==> config.mk <==
export PLATFORM = sky130hd
export DESIGN_NAME = cache_refill_arbiter_flat
export DESIGN_NICKNAME = d
export VERILOG_FILES = /design/src/rtl/refill_pkg.sv /design/src/rtl/cache_refill_arbiter_if.sv /design/src/rtl/rr_arb2.sv /design/src/rtl/cache_refill_arbiter.sv /design/src/flat_wrapper.sv
export SDC_FILE = /design/constraint.sdc
export NUM_CORES = 1
export LEC_CHECK = 0
export CAP_MARGIN = 20
export CORE_UTILIZATION = 45
export DETAILED_ROUTE_END_ITERATION = 10
export GPL_ROUTABILITY_DRIVEN = 0
export MAX_ROUTING_LAYER = met4
export PLACE_DENSITY_LB_ADDON = 0.25
export SLEW_MARGIN = 20
export SYNTH_ARGS = -nofsm -noshare
export SYNTH_HDL_FRONTEND = slang
export SYNTH_SLANG_ARGS = --single-unit
==> constraint.sdc <==
create_clock -name clk -period 2.15 [get_ports clk]
set_input_delay 0.3225 -clock clk [delete_from_list [all_inputs] [get_ports clk]]
set_output_delay 0.3225 -clock clk [all_outputs]
set_load 0.03 [all_outputs]
==> src/rtl/refill_pkg.sv <==
// rtl/refill_pkg.sv - shared types and constants for the cache refill arbiter
package refill_pkg;
    localparam int DEF_OFFSET_LEN = 5;
    localparam int LINE_WORDS     = 1 << (DEF_OFFSET_LEN - 2);

    localparam logic [2:0] ARSIZE_WORD  = 3'b010;
    localparam logic [1:0] ARBURST_INCR = 2'b01;

    typedef enum logic [1:0] {IDLE, AR, R, DONE} state_t;
    typedef enum logic       {OWN_I, OWN_D}      owner_t;
endpackage

==> src/rtl/cache_refill_arbiter_if.sv <==
// rtl/cache_refill_arbiter_if.sv - AXI3 read address/data channels shared by both refill engines
interface cache_refill_arbiter_if;
    logic [3:0]  arid;
    logic [31:0] araddr;
    logic [3:0]  arlen;
    logic [2:0]  arsize;
    logic [1:0]  arburst;
    logic        arvalid;
    logic        arready;
    logic [3:0]  rid;
    logic [31:0] rdata;
    logic [1:0]  rresp;
    logic        rlast;
    logic        rvalid;
    logic        rready;

    modport master (
        output arid, araddr, arlen, arsize, arburst, arvalid, rready,
        input  arready, rid, rdata, rresp, rlast, rvalid
    );

    modport slave (
        input  arid, araddr, arlen, arsize, arburst, arvalid, rready,
        output arready, rid, rdata, rresp, rlast, rvalid
    );
endinterface

==> src/rtl/rr_arb2.sv <==
// rtl/rr_arb2.sv - two-way round-robin picker; the last-owner pointer lives in the parent
module rr_arb2
    import refill_pkg::*;
(
    input  logic [1:0] req,
    input  owner_t     last,
    input  logic       en,
    output owner_t     pick,
    output logic       valid
);
    // req[0] is the I-cache, req[1] the D-cache; a tie goes to whoever did not win last
    always_comb begin
        pick = OWN_I;
        if (req == 2'b10) begin
            pick = OWN_D;
        end else if (req == 2'b11) begin
            pick = (last == OWN_I) ? OWN_D : OWN_I;
        end
    end

    assign valid = en & (|req);
endmodule

==> src/rtl/cache_refill_arbiter.sv <==
// rtl/cache_refill_arbiter.sv - shares one AXI3 read port between I- and D-cache line refills
module cache_refill_arbiter
    import refill_pkg::*;
#(
    parameter int         OFFSET_LEN = DEF_OFFSET_LEN,
    parameter logic [3:0] ID_I       = 4'd0,
    parameter logic [3:0] ID_D       = 4'd1
) (
    input  logic                          clk,
    input  logic                          resetn,
    input  logic                          i_req,
    input  logic [31:0]                   i_addr,
    output logic                          i_gnt,
    input  logic                          d_req,
    input  logic [31:0]                   d_addr,
    output logic                          d_gnt,
    output logic [(1 << (OFFSET_LEN-2))-1:0][31:0] line_data,
    cache_refill_arbiter_if.master        axi
);
    localparam int          LW        = 1 << (OFFSET_LEN - 2);
    localparam int          BW        = OFFSET_LEN - 2;
    localparam logic [31:0] ADDR_MASK = ~((32'd1 << OFFSET_LEN) - 32'd1);

    state_t                r_state;
    owner_t                r_owner;
    owner_t                r_last;
    logic                  r_arvalid;
    logic                  r_rready;
    logic                  r_i_gnt;
    logic                  r_d_gnt;
    logic [BW-1:0]         r_beat;
    logic [31:0]           r_araddr;
    logic [3:0]            r_arid;
    logic [LW-1:0][31:0]   r_line;

    owner_t                w_pick;
    logic                  w_valid;
    logic [31:0]           w_sel_addr;

    rr_arb2 u_arb (
        .req   ({d_req, i_req}),
        .last  (r_last),
        .en    (r_state == IDLE),
        .pick  (w_pick),
        .valid (w_valid)
    );

    assign w_sel_addr = (w_pick == OWN_I) ? i_addr : d_addr;

    always_ff @(posedge clk or negedge resetn) begin
        if (!resetn) begin
            r_state   <= IDLE;
            r_owner   <= OWN_I;
            r_last    <= OWN_D;
            r_arvalid <= 1'b0;
            r_rready  <= 1'b0;
            r_i_gnt   <= 1'b0;
            r_d_gnt   <= 1'b0;
            r_beat    <= '0;
            r_araddr  <= '0;
            r_arid    <= '0;
            r_line    <= '0;
        end else begin
            r_i_gnt <= 1'b0;
            r_d_gnt <= 1'b0;
            case (r_state)
                IDLE: begin
                    if (w_valid) begin
                        r_owner   <= w_pick;
                        r_araddr  <= w_sel_addr & ADDR_MASK;
                        r_arid    <= (w_pick == OWN_I) ? ID_I : ID_D;
                        r_arvalid <= 1'b1;
                        r_state   <= AR;
                    end
                end
                AR: begin
                    if (axi.arready) begin
                        r_arvalid <= 1'b0;
                        r_rready  <= 1'b1;
                        r_beat    <= '0;
                        r_state   <= R;
                    end
                end
                R: begin
                    // beat_cnt wraps, so an overlong burst overwrites from word 0
                    if (axi.rvalid) begin
                        r_line[r_beat] <= axi.rdata;
                        r_beat         <= r_beat + 1'b1;
                        if (axi.rlast) begin
                            r_rready <= 1'b0;
                            r_i_gnt  <= (r_owner == OWN_I);
                            r_d_gnt  <= (r_owner == OWN_D);
                            r_state  <= DONE;
                        end
                    end
                end
                DONE: begin
                    r_last  <= r_owner;
                    r_state <= IDLE;
                end
                default: r_state <= IDLE;
            endcase
        end
    end

    assign axi.arid    = r_arid;
    assign axi.araddr  = r_araddr;
    assign axi.arlen   = 4'(LW - 1);
    assign axi.arsize  = ARSIZE_WORD;
    assign axi.arburst = ARBURST_INCR;
    assign axi.arvalid = r_arvalid;
    assign axi.rready  = r_rready;
    assign i_gnt       = r_i_gnt;
    assign d_gnt       = r_d_gnt;
    assign line_data   = r_line;
endmodule

==> src/flat_wrapper.sv <==
// flat-port wrapper written by rule: the top's interface ports become plain ports
module cache_refill_arbiter_flat import refill_pkg::*;
#(
    parameter int         OFFSET_LEN = DEF_OFFSET_LEN,
    parameter logic [3:0] ID_I       = 4'd0,
    parameter logic [3:0] ID_D       = 4'd1
)
  (clk, resetn, i_req, i_addr, i_gnt, d_req, d_addr, d_gnt, line_data, axi_arid, axi_araddr, axi_arlen, axi_arsize, axi_arburst, axi_arvalid, axi_rready, axi_arready, axi_rid, axi_rdata, axi_rresp, axi_rlast, axi_rvalid);
  cache_refill_arbiter_if axi_i ();
  input  logic clk;
  input  logic resetn;
  input  logic i_req;
  input  logic [31:0] i_addr;
  output logic i_gnt;
  input  logic d_req;
  input  logic [31:0] d_addr;
  output logic d_gnt;
  output logic [(1 << (OFFSET_LEN-2))-1:0][31:0] line_data;
  output wire logic [$bits(axi_i.arid)-1:0] axi_arid;
  output wire logic [$bits(axi_i.araddr)-1:0] axi_araddr;
  output wire logic [$bits(axi_i.arlen)-1:0] axi_arlen;
  output wire logic [$bits(axi_i.arsize)-1:0] axi_arsize;
  output wire logic [$bits(axi_i.arburst)-1:0] axi_arburst;
  output wire logic [$bits(axi_i.arvalid)-1:0] axi_arvalid;
  output wire logic [$bits(axi_i.rready)-1:0] axi_rready;
  input wire logic [$bits(axi_i.arready)-1:0] axi_arready;
  input wire logic [$bits(axi_i.rid)-1:0] axi_rid;
  input wire logic [$bits(axi_i.rdata)-1:0] axi_rdata;
  input wire logic [$bits(axi_i.rresp)-1:0] axi_rresp;
  input wire logic [$bits(axi_i.rlast)-1:0] axi_rlast;
  input wire logic [$bits(axi_i.rvalid)-1:0] axi_rvalid;
  assign axi_arid = axi_i.arid;
  assign axi_araddr = axi_i.araddr;
  assign axi_arlen = axi_i.arlen;
  assign axi_arsize = axi_i.arsize;
  assign axi_arburst = axi_i.arburst;
  assign axi_arvalid = axi_i.arvalid;
  assign axi_rready = axi_i.rready;
  assign axi_i.arready = axi_arready;
  assign axi_i.rid = axi_rid;
  assign axi_i.rdata = axi_rdata;
  assign axi_i.rresp = axi_rresp;
  assign axi_i.rlast = axi_rlast;
  assign axi_i.rvalid = axi_rvalid;
  cache_refill_arbiter #(.OFFSET_LEN(OFFSET_LEN), .ID_I(ID_I), .ID_D(ID_D)) u_core (.clk(clk), .resetn(resetn), .i_req(i_req), .i_addr(i_addr), .i_gnt(i_gnt), .d_req(d_req), .d_addr(d_addr), .d_gnt(d_gnt), .line_data(line_data), .axi(axi_i));
endmodule
==> results by stage <==
Status:
- The flow ran to the end, and the final reports show no timing, DRC or antenna violations.

Synth:
- The mapped netlist covers 11,600 um^2.
- The area share of the leading cell type in the synthesized netlist is 63.2%.
- By area the synthesized netlist is led by sky130_fd_sc_hd__dfrtp_1 63%, sky130_fd_sc_hd__mux2_2 19%, sky130_fd_sc_hd__mux2_4 3.9%, sky130_fd_sc_hd__mux2_1 3.0%, sky130_fd_sc_hd__mux2i_1 2.4%.
- In this run the mean area of a mapped cell was 15.6 um^2.
- The cell taking the most area after synthesis is sky130_fd_sc_hd__dfrtp_1.
- The synthesis-stage register bit count is 294.
- Summing the sequential cell areas from Yosys gives 63.4% of the chip area.
- During synthesis, Yosys emitted a total of 0 warnings.
- Synthesis instantiated 34 different standard cells from the library.
- In the synthesized netlist, the number of instances is 743.

STA:
- The worst relative slew slack is 61.4%.
- The final clock period utilization by the worst path is 94.6%.
- Setup repair after global routing left no endpoint under its margin.
- For the final routed database, the setup TNS stands at 0 ns.
- Based on the critical path, the design can be clocked at up to 492 MHz.
- The final clock skew is 0.0155 ns.
- At the pin with the least slew margin, the transition time is 0.578 ns.
- The final setup violation count is 0.
- The total count of hold-check failures in the final report came to 0.
- The final-report max-slew violation count is 0.
- The final critical delay including setup and external delays is 2.03 ns.

Worst setup path:
- Counting both buffers and inverters, the worst setup path holds a total of 2.
- The startpoint class of the critical path is a flip-flop.
- The arrival time at the worst endpoint is 2.45 ns.
- In this run the worst path has a maximum fanout of 15.
- The endpoint kind of the worst setup timing path is a flip-flop.
- The worst setup path category is reg2reg.
- The library cell contributing the largest single delay on the critical path is sky130_fd_sc_hd__or3_2.
- Walking the worst path, the cells encountered are inv_1 > ha_1 > nand3_1 > or3_2 > buf_4 > mux2_1.
- The kind of cell adding the most delay to the critical path is simple AND/OR/NAND/NOR gates.
- In this design, the stage delay of the slowest critical-path cell is 0.46 ns.
- The endpoint required time on the critical path is 2.57 ns.

Min path:
- The tightest min-delay check is of the in2async type.

Pwr:
- The worst voltage drop across the vdd grid is 893 uV.
- Per report_power, the combinational group accounts for 44.4% of the total.
- The sequential cell fraction of total power is 33.9%.
- The internal portion of the total power is 0.0156 W.
- The leakage power is 8.03 nW.
- The switching component of the power is 0.00916 W.
- Power spread over the standard cell area amounts to 1450 nW/um^2.
- The switching portion of total power is 37.0%.
- The power after layout is 0.0248 W.
- The share of power burned in the clock network is 21.6%.

Clock network:
- No sink is reached through more buffers than the 3 on the longest clock path.
- TritonCTS built the clock tree.
- The library cell used as clock root buffer is sky130_fd_sc_hd__clkbuf_16.
- After clock tree synthesis, the clock-pin slew on the worst setup and hold paths is 0.06 ns.
- The number of gates resized after cts is 0.
- For the worst-skew pair, the clock arrives at the later sink with an insertion delay of 0.56 ns.
- CTS built an H-tree with a depth of 1.
- The number of clock buffers added by TritonCTS is 31.
- The number of clock sinks seen by CTS is 294.

Final layout:
- In the final design database the tool counted 1,275 nets.
- The leading cell type in the layout, fill and taps excluded is sky130_fd_sc_hd__clkdlybuf4s50_1.
- The post-route netlist has 28.1% of its cells at a drive strength greater than 1.
- Compared with the post-synthesis result, the final layout area differs by 47.6%.
- Leaving out fill and tap cells, the most frequent cells in the layout are 379 x sky130_fd_sc_hd__clkdlybuf4s50_1, 293 x sky130_fd_sc_hd__dfrtp_1, 198 x sky130_fd_sc_hd__mux2_2, 33 x sky130_fd_sc_hd__nand2_1.
- 0 antenna diodes ended up in the layout.

GRT:
- The initial antenna violation count is 0.
- The via count of the first global-routing pass is 8,049.
- The maximum number of pins on one net before global-route repair is 67.
- Across every metal layer, demand over resource in global routing totals 24.0%.
- The remaining global-route overflow is 0.
- The first global-routing pass estimated 47,000 um of wire.

Route:
- For this run, design rule violations remaining after detail routing come to 0.
- The remaining antenna violation count after routing is 0.
- The number of vias in the routed layout is 7,469.
- The via-per-instance ratio is 4.95.
- The DRC violation total after the first TritonRoute iteration is 299.
- For this run, the detailed router's first-pass iteration total came to 4.
- After detailed routing, the total wire length is 30,300 um.
- After detailed routing, the average wire length per cell comes to 20.1 um.

Floorplanning:
- For this configuration, the core starts out at a cell density of 46.0%.
- The horizontal extent of the die is 163 um.
- The placeable core region is 25,300 um^2.
- 414 I/O pins were placed.
- In this run the vertical extent of the chip is 163 um.
- The floorplan has 58 rows.
- The die covers 26,400 um^2.

Placed design:
- The quantity of I/O buffers inserted on ports is 380.
- The estimated wirelength of the detail-placed design is 21,300 um.

Run:
- The tool flagged a number of max-cap violations equal to 0.
## metal layers
layer	routed length [um]	track usage, %
met5	0	-
met3	2220	5.70
met4	499	4.97
met2	15100	40.7
met1	12500	29.1
## per-stage QoR
| stage | hold WS (ns) | std cells | area, um^2 | setup WS, ns | utilization [%] |
|---|---|---|---|---|---|
| after detailed placement | 0.325 | 1455 | 16100 | -0.000645 | 63.7 |
| after floorplan | 0.0269 | 758 | 11700 | 0.288 | - |
| after global placement | 0.316 | 1455 | 16100 | 0.0378 | 63.7 |
| after CTS | 0.332 | 1510 | 17100 | 0.0923 | 67.8 |
| final | 0.318 | 1510 | 17100 | 0.117 | 67.8 |
| after global routing | 0.350 | 1510 | 17100 | 0.0146 | 67.8 |
## sequential cells by signal, indices dropped and copies added (netlist names)
| signal | cells |
|---|---|
| u_core.line_data | 256 |
| u_core.axi.araddr | 27 |
| u_core.r_beat | 3 |
| u_core.r_state | 2 |
| u_core.axi.arvalid | 1 |
| u_core.axi.rready | 1 |
| u_core.d_gnt | 1 |
| u_core.i_gnt | 1 |
| u_core.r_last | 1 |
| u_core.r_owner | 1 |
## kinds of logic after synthesis
| group | after synthesis | synth area share (%) |
|---|---|---|
| flip-flops | 294 | 63.4 |
| AND/OR/NAND/NOR | 57 | 2.24 |
| multiplexers | 287 | 28.5 |
| other | 2 | 0.0647 |
| AO/OA/AOI/OAI | 39 | 1.98 |
| buffers and inverters | 57 | 3.06 |
| adder cells (fa/ha/maj) | 7 | 0.754 |
## area by class of cell
class                   instances  area, um^2
clock inverters                 9         106
repair buffers                420        4290
well taps                     330         413
flip-flops and latches        294        7360
multi-input cells             407        4010
fillers                      1861        8120
clock buffers                  45         938
inverters                       5        18.8
## cell usage after synthesis
library cell / count
sky130_fd_sc_hd__dfrtp_1: 293
sky130_fd_sc_hd__nor4b_1: 1
sky130_fd_sc_hd__clkbuf_1: 5
sky130_fd_sc_hd__o21ba_2: 1
sky130_fd_sc_hd__o21ai_0: 29
sky130_fd_sc_hd__mux2_1: 31
sky130_fd_sc_hd__nand2_1: 33
sky130_fd_sc_hd__buf_4: 18
sky130_fd_sc_hd__o2bb2ai_1: 2
sky130_fd_sc_hd__o311ai_0: 1
sky130_fd_sc_hd__buf_6: 6
sky130_fd_sc_hd__ha_1: 7
sky130_fd_sc_hd__or3_1: 2
sky130_fd_sc_hd__nor2b_1: 2
sky130_fd_sc_hd__mux2i_1: 28
sky130_fd_sc_hd__conb_1: 2
sky130_fd_sc_hd__o21ai_1: 1
sky130_fd_sc_hd__nand3b_1: 1
sky130_fd_sc_hd__nand2b_1: 3
sky130_fd_sc_hd__inv_1: 5
sky130_fd_sc_hd__a21oi_1: 1
sky130_fd_sc_hd__buf_2: 23
sky130_fd_sc_hd__nor2_1: 8
sky130_fd_sc_hd__a221o_1: 1
sky130_fd_sc_hd__a32o_1: 1
sky130_fd_sc_hd__a21bo_2: 1
sky130_fd_sc_hd__dfstp_2: 1
sky130_fd_sc_hd__nand3_1: 3
sky130_fd_sc_hd__and3b_1: 2
sky130_fd_sc_hd__nor3b_1: 1
sky130_fd_sc_hd__mux2_4: 30
sky130_fd_sc_hd__or2_2: 1
sky130_fd_sc_hd__mux2_2: 198
sky130_fd_sc_hd__a2111oi_0: 1
## worst paths after layout
kind	slack (ns)	from	cells after the start	to
max	0.12	u_core.r_state[0]	6	u_core.line_data[63]
min	0.32	resetn	2	u_core.line_data[71]
max reg2reg	0.12	u_core.r_state[0]	6	u_core.line_data[63]
min reg2reg	0.48	u_core.axi.araddr[31]	2	u_core.axi.araddr[31]
max in group asynchronous	1.06	resetn	3	u_core.line_data[253]
min in group clk	0.40	d_addr[30]	3	u_core.axi.araddr[30]
## power by group through the flow
stage	Sequential [W]	Clock [W]	Combinational, W
finish	0.00841	0.00536	0.0110
global route	0.00865	0.00567	0.0116
CTS	0.00842	0.00548	0.0111
detailed placement	0.00848	0	0.0111
global placement	0.00839	0	0.0109
floorplan	0.0120	0	0.00260
## repair_timing
| action | in CTS | in global routing |
|---|---|---|
| hold endpoints to repair | 54 | 0 |
| setup buffers | 0 | 0 |
| hold buffers | 1 | 0 |
| setup endpoints to repair | 0 | 0 |
No activity file was read; power rests on OpenSTA's default activity.
